<file path="src/rtl/branch_pred_unit.sv">
// Direct-mapped BTB with per-entry saturating counters: zero-latency lookup at fetch, training from MEM.
// Optional macro BPU_STATS_EN adds saturating resolved-branch and mispredict counters.
module branch_pred_unit #(
   parameter int ENTRIES = 16,
   parameter int PC_W    = 32,
   parameter int CNT_W   = 2
) (
   input  logic            clk_i,
   input  logic            rst_i,
   input  logic [PC_W-1:0] pc_i,
   output logic            hit_o,
   output logic            pred_taken_o,
   output logic [PC_W-1:0] pred_target_o,
   input  logic            upd_valid_i,
   input  logic [PC_W-1:0] upd_pc_i,
   input  logic            upd_taken_i,
   input  logic [PC_W-1:0] upd_target_i,
   input  logic            upd_pred_taken_i,
   input  logic [PC_W-1:0] upd_pred_target_i,
   output logic            mispredict_o,
   output logic [PC_W-1:0] redirect_pc_o,
   output logic [31:0]     stat_branches_o,
   output logic [31:0]     stat_mispred_o
);
   localparam int IDX_W = $clog2(ENTRIES);
   localparam int TAG_W = PC_W - IDX_W - 2;
   localparam logic [CNT_W-1:0] CNT_MAX = '1;
   localparam logic [CNT_W-1:0] CNT_WT  = CNT_W'(1) << (CNT_W - 1);
   localparam logic [CNT_W-1:0] CNT_WNT = CNT_WT - CNT_W'(1);

   logic             r_valid  [ENTRIES];
   logic [TAG_W-1:0] r_tag    [ENTRIES];
   logic [PC_W-1:0]  r_target [ENTRIES];
   logic [CNT_W-1:0] r_cnt    [ENTRIES];

   logic [IDX_W-1:0] w_idx;
   logic [TAG_W-1:0] w_tag;
   logic [IDX_W-1:0] w_uidx;
   logic [TAG_W-1:0] w_utag;
   logic             w_uhit;
   logic [PC_W-1:0]  w_actual_pc;
   logic             w_unused;

   assign w_idx  = pc_i[IDX_W+1:2];
   assign w_tag  = pc_i[PC_W-1:IDX_W+2];
   assign w_uidx = upd_pc_i[IDX_W+1:2];
   assign w_utag = upd_pc_i[PC_W-1:IDX_W+2];
   assign w_uhit = r_valid[w_uidx] && (r_tag[w_uidx] == w_utag);

   // Direction prediction travels down the pipe only for debug; the target alone decides a mispredict.
   assign w_unused = &{1'b0, pc_i[1:0], upd_pc_i[1:0], upd_pred_taken_i};

   assign hit_o         = r_valid[w_idx] && (r_tag[w_idx] == w_tag);
   assign pred_taken_o  = hit_o && r_cnt[w_idx][CNT_W-1];
   assign pred_target_o = hit_o ? r_target[w_idx] : pc_i + PC_W'(4);

   assign w_actual_pc   = upd_taken_i ? upd_target_i : upd_pc_i + PC_W'(4);
   assign mispredict_o  = upd_valid_i && (upd_pred_target_i != w_actual_pc);
   assign redirect_pc_o = w_actual_pc;

   always_ff @(posedge clk_i) begin
      if (rst_i) begin
         for (int i = 0; i < ENTRIES; i++) begin
            r_valid[i]  <= 1'b0;
            r_tag[i]    <= '0;
            r_target[i] <= '0;
            r_cnt[i]    <= CNT_WNT;
         end
      end else if (upd_valid_i) begin
         if (w_uhit) begin
            if (upd_taken_i) begin
               r_target[w_uidx] <= upd_target_i;
               if (r_cnt[w_uidx] != CNT_MAX) r_cnt[w_uidx] <= r_cnt[w_uidx] + CNT_W'(1);
            end else if (r_cnt[w_uidx] != '0) begin
               r_cnt[w_uidx] <= r_cnt[w_uidx] - CNT_W'(1);
            end
         end else if (upd_taken_i) begin
            // Allocation replaces whatever alias lived in this slot.
            r_valid[w_uidx]  <= 1'b1;
            r_tag[w_uidx]    <= w_utag;
            r_target[w_uidx] <= upd_target_i;
            r_cnt[w_uidx]    <= CNT_WT;
         end
      end
   end

`ifdef BPU_STATS_EN
   logic [31:0] r_stat_br;
   logic [31:0] r_stat_mp;

   always_ff @(posedge clk_i) begin
      if (rst_i) begin
         r_stat_br <= '0;
         r_stat_mp <= '0;
      end else if (upd_valid_i) begin
         if (r_stat_br != 32'hFFFF_FFFF) r_stat_br <= r_stat_br + 32'd1;
         if (mispredict_o && (r_stat_mp != 32'hFFFF_FFFF)) r_stat_mp <= r_stat_mp + 32'd1;
      end
   end

   assign stat_branches_o = r_stat_br;
   assign stat_mispred_o  = r_stat_mp;
`else
   assign stat_branches_o = '0;
   assign stat_mispred_o  = '0;
`endif

endmodule

</file>
<file path="config.mk">
export PLATFORM = sky130hd
export DESIGN_NAME = branch_pred_unit
export DESIGN_NICKNAME = d
export VERILOG_FILES = /design/src/rtl/branch_pred_unit.sv
export SDC_FILE = /design/constraint.sdc
export NUM_CORES = 2
export LEC_CHECK = 0
export ABC_AREA = 1
export ABC_CLOCK_PERIOD_IN_PS = 3700
export CORE_MARGIN = 4
export CORE_UTILIZATION = 45
export DETAILED_ROUTE_END_ITERATION = 10
export PLACE_DENSITY = 0.66
export SKIP_CTS_REPAIR_TIMING = 1
export SYNTH_ARGS = -nofsm -noshare
export SYNTH_HDL_FRONTEND = slang
export SYNTH_SLANG_ARGS = --single-unit
</file>
<file path="constraint.sdc">
create_clock -name clk_i -period 3.7 [get_ports clk_i]
set_input_delay 0.555 -clock clk_i [delete_from_list [all_inputs] [get_ports clk_i]]
set_output_delay 0.555 -clock clk_i [all_outputs]
set_load 0.01 [all_outputs]
</file>
Word level (Yosys, flattened, before mapping)
Memory sizes are Yosys's and may differ from the RTL's.
Cells that the tools add are included.

word-level totals
  register bits = 0
  bits in writable memories = 976
  bits of input ports = 133
  output and inout bits = 131
  logic and storage cells = 64
  memories = 4

operators by class
  add/subtract/negate cells = 4
  equality and inequality tests = 4
  multiplexer cells = 40
  bitwise operators = 3
  reduce and logical (&&, ||, !) cells = 9

memories
  name      words  bits a word  rd ports  clocked after Yosys merged registers in  wr ports  RTL line  RTL
  r_target  16     32           1         0                                        16        33        logic [PC_W-1:0] r_target [ENTRIES];
  r_tag     16     26           2         0                                        16        32        logic [TAG_W-1:0] r_tag [ENTRIES];
  r_cnt     16     2            2         0                                        16        34        logic [CNT_W-1:0] r_cnt [ENTRIES];
  r_valid   16     1            2         0                                        16        31        logic r_valid [ENTRIES];

operator list
  kind                   number
  $mux 32                4
  $add 32x3->32 const B  2
  $eq 26x26->1           2
  $ne 32x32->1           1
  $reduce_or 32->1       1
  $mux 1                 28
  $mux 26                1
  $reduce_or 26->1       1
  $mux 4                 4
  $mux 2                 3
  $logic_and 1x1->1      4
  $or 1x1->1             3
  $add 2x1->2 const B    1
  $ne 2x2->1 const B     1
  $reduce_bool 2->1      1
  $reduce_or 2->1        1
  $sub 2x1->2 const B    1
  $reduce_or 1->1        1

Logic depth before layout (Yosys ltp)
An unclocked memory read counts as a cell.

  depth in word-level cells = 12
  mapped depth = 24
  depth with buffers taken out = 20

Worst setup path after synthesis
Ideal clock, no wire load.

  kind = input port to flip-flop
  start point = input port upd_pc_i[2]
  end point = memory r_tag[0][0] (netlist bit), enable pin
  setup time = 0.383 ns
  arrival time = 3.038 ns
  data required time = 3.317 ns
  slack = 0.279 ns
  stages = 20
  buffers on the path = 5
  path through = buf_6 -> buf_4 -> buf_2 -> o211ai_1 -> nand2_1 -> nand2_1 -> nand2_1 -> o21ai_0 -> nand2_1 -> nand2_1 -> nor2_1 -> nand2_1 -> nor2_1 -> nand2_1 -> nand2_1 -> inv_2 -> buf_8 -> nand2_2 -> buf_4 -> nand2_1

RTL lines
  element      RTL line  RTL
  from (decl)  15        input logic [PC_W-1:0] upd_pc_i,
  to (decl)    32

Worst setup path in the final report
  start point = input port pc_i[2]
  end point = output port pred_target_o[12]

on the way
  cells in the longest elaborated chain, start to end = 4
  elaborated cells between the ends (all ways) = 7
  those cells by class = add/sub: 1; eq/ne: 1; mux: 1; reduce/logical: 1; memory: 3

ends and longest elaborated chain
  element            RTL line  RTL
  from (decl)        10        input logic [PC_W-1:0] pc_i,
  $mem_v2 16x26      n/a
  $eq 26x26->1       53        assign hit_o = r_valid[w_idx] && (r_tag[w_idx] == w_tag);
  $logic_and 1x1->1  53
  $mux 32 (*)        55        assign pred_target_o = hit_o ? r_target[w_idx] : pc_i + PC_W'(4);
  to (decl)          13        output logic [PC_W-1:0] pred_target_o,

Every way passes the cells marked *; elsewhere a longest branch is shown, timed or not.

==> impl_metrics.toml <==
[status]
status = "finished, violations left"
violations = "setup timing"

[power]
peakVddDrop_uv = 385.7
total_power_uw = 27260
cellInternalPower_uw = 19730
p_comb_frac = 0.163
p_leak_uw = 0.02721
clockPowerShare = 0.365
p_per_area_nw_per_um2 = 418.2
seqPwrFrac = 0.473
p_sw_uw = 7532
p_sw_frac = 0.2763

[floorplanning]
core-area_sq_um = 114500
die_x_microns = 348
num_rows = 124
dieHeight_microns = 348
design.die.area_sq_um = 121100
ios = 264
start_util = 0.4543

[route]
drt_iter0_markers = 7039
wire_per_inst_microns = 24.99
drc = 0
final_antenna_net_count = 0
drt_first_pass_iters = 7
vias = 48835
via_per_inst = 5.823
routed_wirelength_microns = 209600

[setup_path]
crit_slowest_cell = "nor3b_4"
worstPathArrival_ns = 3.34
critPathLaunchType = "input pin"
required_ns = 3.14
crit_family = "simple AND/OR/NAND/NOR gates"
worstPathCellList = "buf_16, buf_6, buf_12, buf_4, o21ai_0, nand2_1, nand2_1, nand3_4, xor2_1, nor3b_4, nand3_2, nor2_4, buf_6, clkbuf_16, nor2_4, nor2_4, buf_6"
critPathMaxFanout = 22
critPathMaxStageDelay_ns = 0.25
path_buf_inv = 7
crit_path_end_kind = "output port"
path_class = "in2out"

[yosys]
synth_top_cell_by_area = "edfxtp_1"
synthTopCellsByArea = "edfxtp_1 55%, nor2_1 11%, nand2_1 8.8%, o21ai_0 6.1%, inv_1 2.9%"
yosysWarningCount = 0
ys_ff_latch = 976
synthesis.area_sq_um = 52020
netlist_instances = 6191
avgSynthCellArea_sq_um = 8.403
synthDistinctLibCells = 43
ys_seq_area_frac = 0.5603
synth_top_cell_area_share = 0.5542

[clock_tree]
numCtsBuffers = 103
clockBufferDepth = 3
htreeDepth = 3
clk_pin_slew_ns = 0.06
cts_root_buf = "clkbuf_16"
clkLatencyLatePin_ns = 0.72
cts.sinks = 976
cts_tree = "built"

[timing]
worst_slew_pin_slew_ns = 0.7703
fin_worst_skew_ns = 0.05608
slew_violations = 0
grt_setup_unrepaired = "true"
slew_headroom = 0.4857
final.period_utilization = 1.054
report.final.setup_viol = 19
layout_min_cycle_time_ns = 3.900
clock.fmax_ghz = 0.2564
hold_viol = 0
setup_slack_ns = -0.1996

[finish]
finalCoreUtilization = 0.5694
design_area_sq_um = 65200
fillers = 10054
nNetsFinal = 6921
drive_gt1_frac = 0.1795
syn_to_final_growth_pct = 25.34

[global_route]
grt_max_degree = 129
busiest_layer = "met2"
met3_usage = 0.1178
grt-ovfl-total = 0
grt_util_met2 = 0.4965
first_global_vias = 44936
antenna_found_initial = 6
use_met1 = 0.4262
grt_pass1_wl_microns = 294300
grtUsageTotal = 0.3291

[place]
gp_congestion = 1.030
io_buffers = 198
place_area_sq_um = 60150
dp_hpwl_microns = 136800

[min_path]
hold_path.class = "reg2reg"

[job]
max_cap_viol_count = 0
==> metrics by stage <==
step,setup slack [ns],setup TNS [ns],std cells,hold WS [ns]
after floorplan,0.2785,0,6254,0.4428
after detailed placement,-1.383,-466.50,8136,0.4689
after global routing,-0.3532,-6.309,8382,0.5045
after global placement,-1.435,-463.70,8136,0.4568
final,-0.1996,-1.871,8386,0.4797
after CTS,-1.408,-36.82,8327,0.4774
==> layout make-up <==
type                       instances  area (sq um)  area share
timing repair inverter             1         11.26   0.0001727
multi-input combinational       4327         20170      0.3093
timing repair buffer             925          9075      0.1392
sequential                       976         29150      0.4470
clock buffer                     135          2761     0.04235
antenna                            5         12.51   0.0001919
clock inverter                    56         400.4    0.006141
tap                             1512          1892     0.02901
inverter                         449          1735     0.02662
==> flip-flops by register name, summed over array words and instances (netlist names) <==
register and count:
r_target 512, r_tag 416, r_valid 16, r_cnt 32
==> path summary, 6_finish.rpt <==
| path | startpoint | slack [ns] | cells past startpoint | to |
|---|---|---|---|---|
| max | pc_i[2] | -0.20 | 17 | pred_target_o[12] |
| min | r_valid[11] | 0.48 | 2 | r_valid[11] |
| max reg2reg | r_tag[12][2] | 0.31 | 21 | r_tag[2][12] |
| min reg2reg | r_valid[11] | 0.48 | 2 | r_valid[11] |
==> routing by layer <==
metal	part of all wire	wire length, microns
met2	0.43	89180
met1	0.37	76800
met3	0.15	32010
met5	0.00056	117
met4	0.055	11450
==> tightest hold or removal path: stages (launching register included) <==
cell and delay (ns):
dfxtp_1 0.33, nand2_1 0.07, nand2_1 0.04
==> synthesized netlist by cell type <==
master       n
inv_2       12
buf_2      136
clkinv_1    40
nor2_4       2
xnor2_1      8
nor4_1       4
xor2_1      46
clkbuf_1   260
o211ai_1    77
ha_1         5
inv_1      396
buf_1       14
o22ai_1     82
nand3_1    283
nand2_1   1217
nor2_2       4
nand4_1     27
nand2_2      2
o21ai_0    631
nor3b_1      2
and2_1       2
nand3b_1     4
nor3_1      28
or2_1        1
nand2_4      9
o21ai_1     25
edfxtp_1   960
nand3_2      2
buf_4       85
and3_1       1
o221ai_1    47
a21o_1       1
dfxtp_1     16
buf_6        6
nor4_2       1
o311ai_0     1
nor3_2       2
conb_1       1
inv_4        1
nor2_1    1553
clkbuf_2     1
buf_8        1
a21oi_1    195
==> power groups by stage <==
stage	Sequential, uW	Combinational [uW]	Clock, uW
6_report	12900	4430	9940
5_1_grt	12900	4690	10400
4_1_cts	12900	4070	9940
3_5_place_dp	13100	4050	0
3_3_place_gp	13100	4020	0
2_1_floorplan	13100	2010	0
==> cell usage in the layout, fill, tap and decap left out, types with 64 or more instances in the layout <==
cell type | synthesis | routed
a21oi_1 | 195 | 185
buf_12 | 0 | 105
buf_4 | 85 | 590
clkbuf_16 | 0 | 115
clkdlybuf4s50_1 | 0 | 138
clkinv_1 | 40 | 65
conb_1 | 1 | 64
edfxtp_1 | 960 | 960
inv_1 | 396 | 354
nand2_1 | 1217 | 1079
nand2_2 | 2 | 114
nand3_1 | 283 | 250
nor2_1 | 1553 | 1519
o211ai_1 | 77 | 77
o21ai_0 | 631 | 553
o21ai_1 | 25 | 90
o22ai_1 | 82 | 82
==> kinds of logic after synthesis <==
logic type	after synthesis	synth area share
AO/OA/AOI/OAI	1059	0.1111
XOR/XNOR	54	0.009092
adder cells (fa/ha/maj)	5	0.001203
buffers and inverters	952	0.07925
flip-flops	976	0.5603
other	1	0.00007209
AND/OR/NAND/NOR	3144	0.2390
Power figures use the tool's default switching activity.
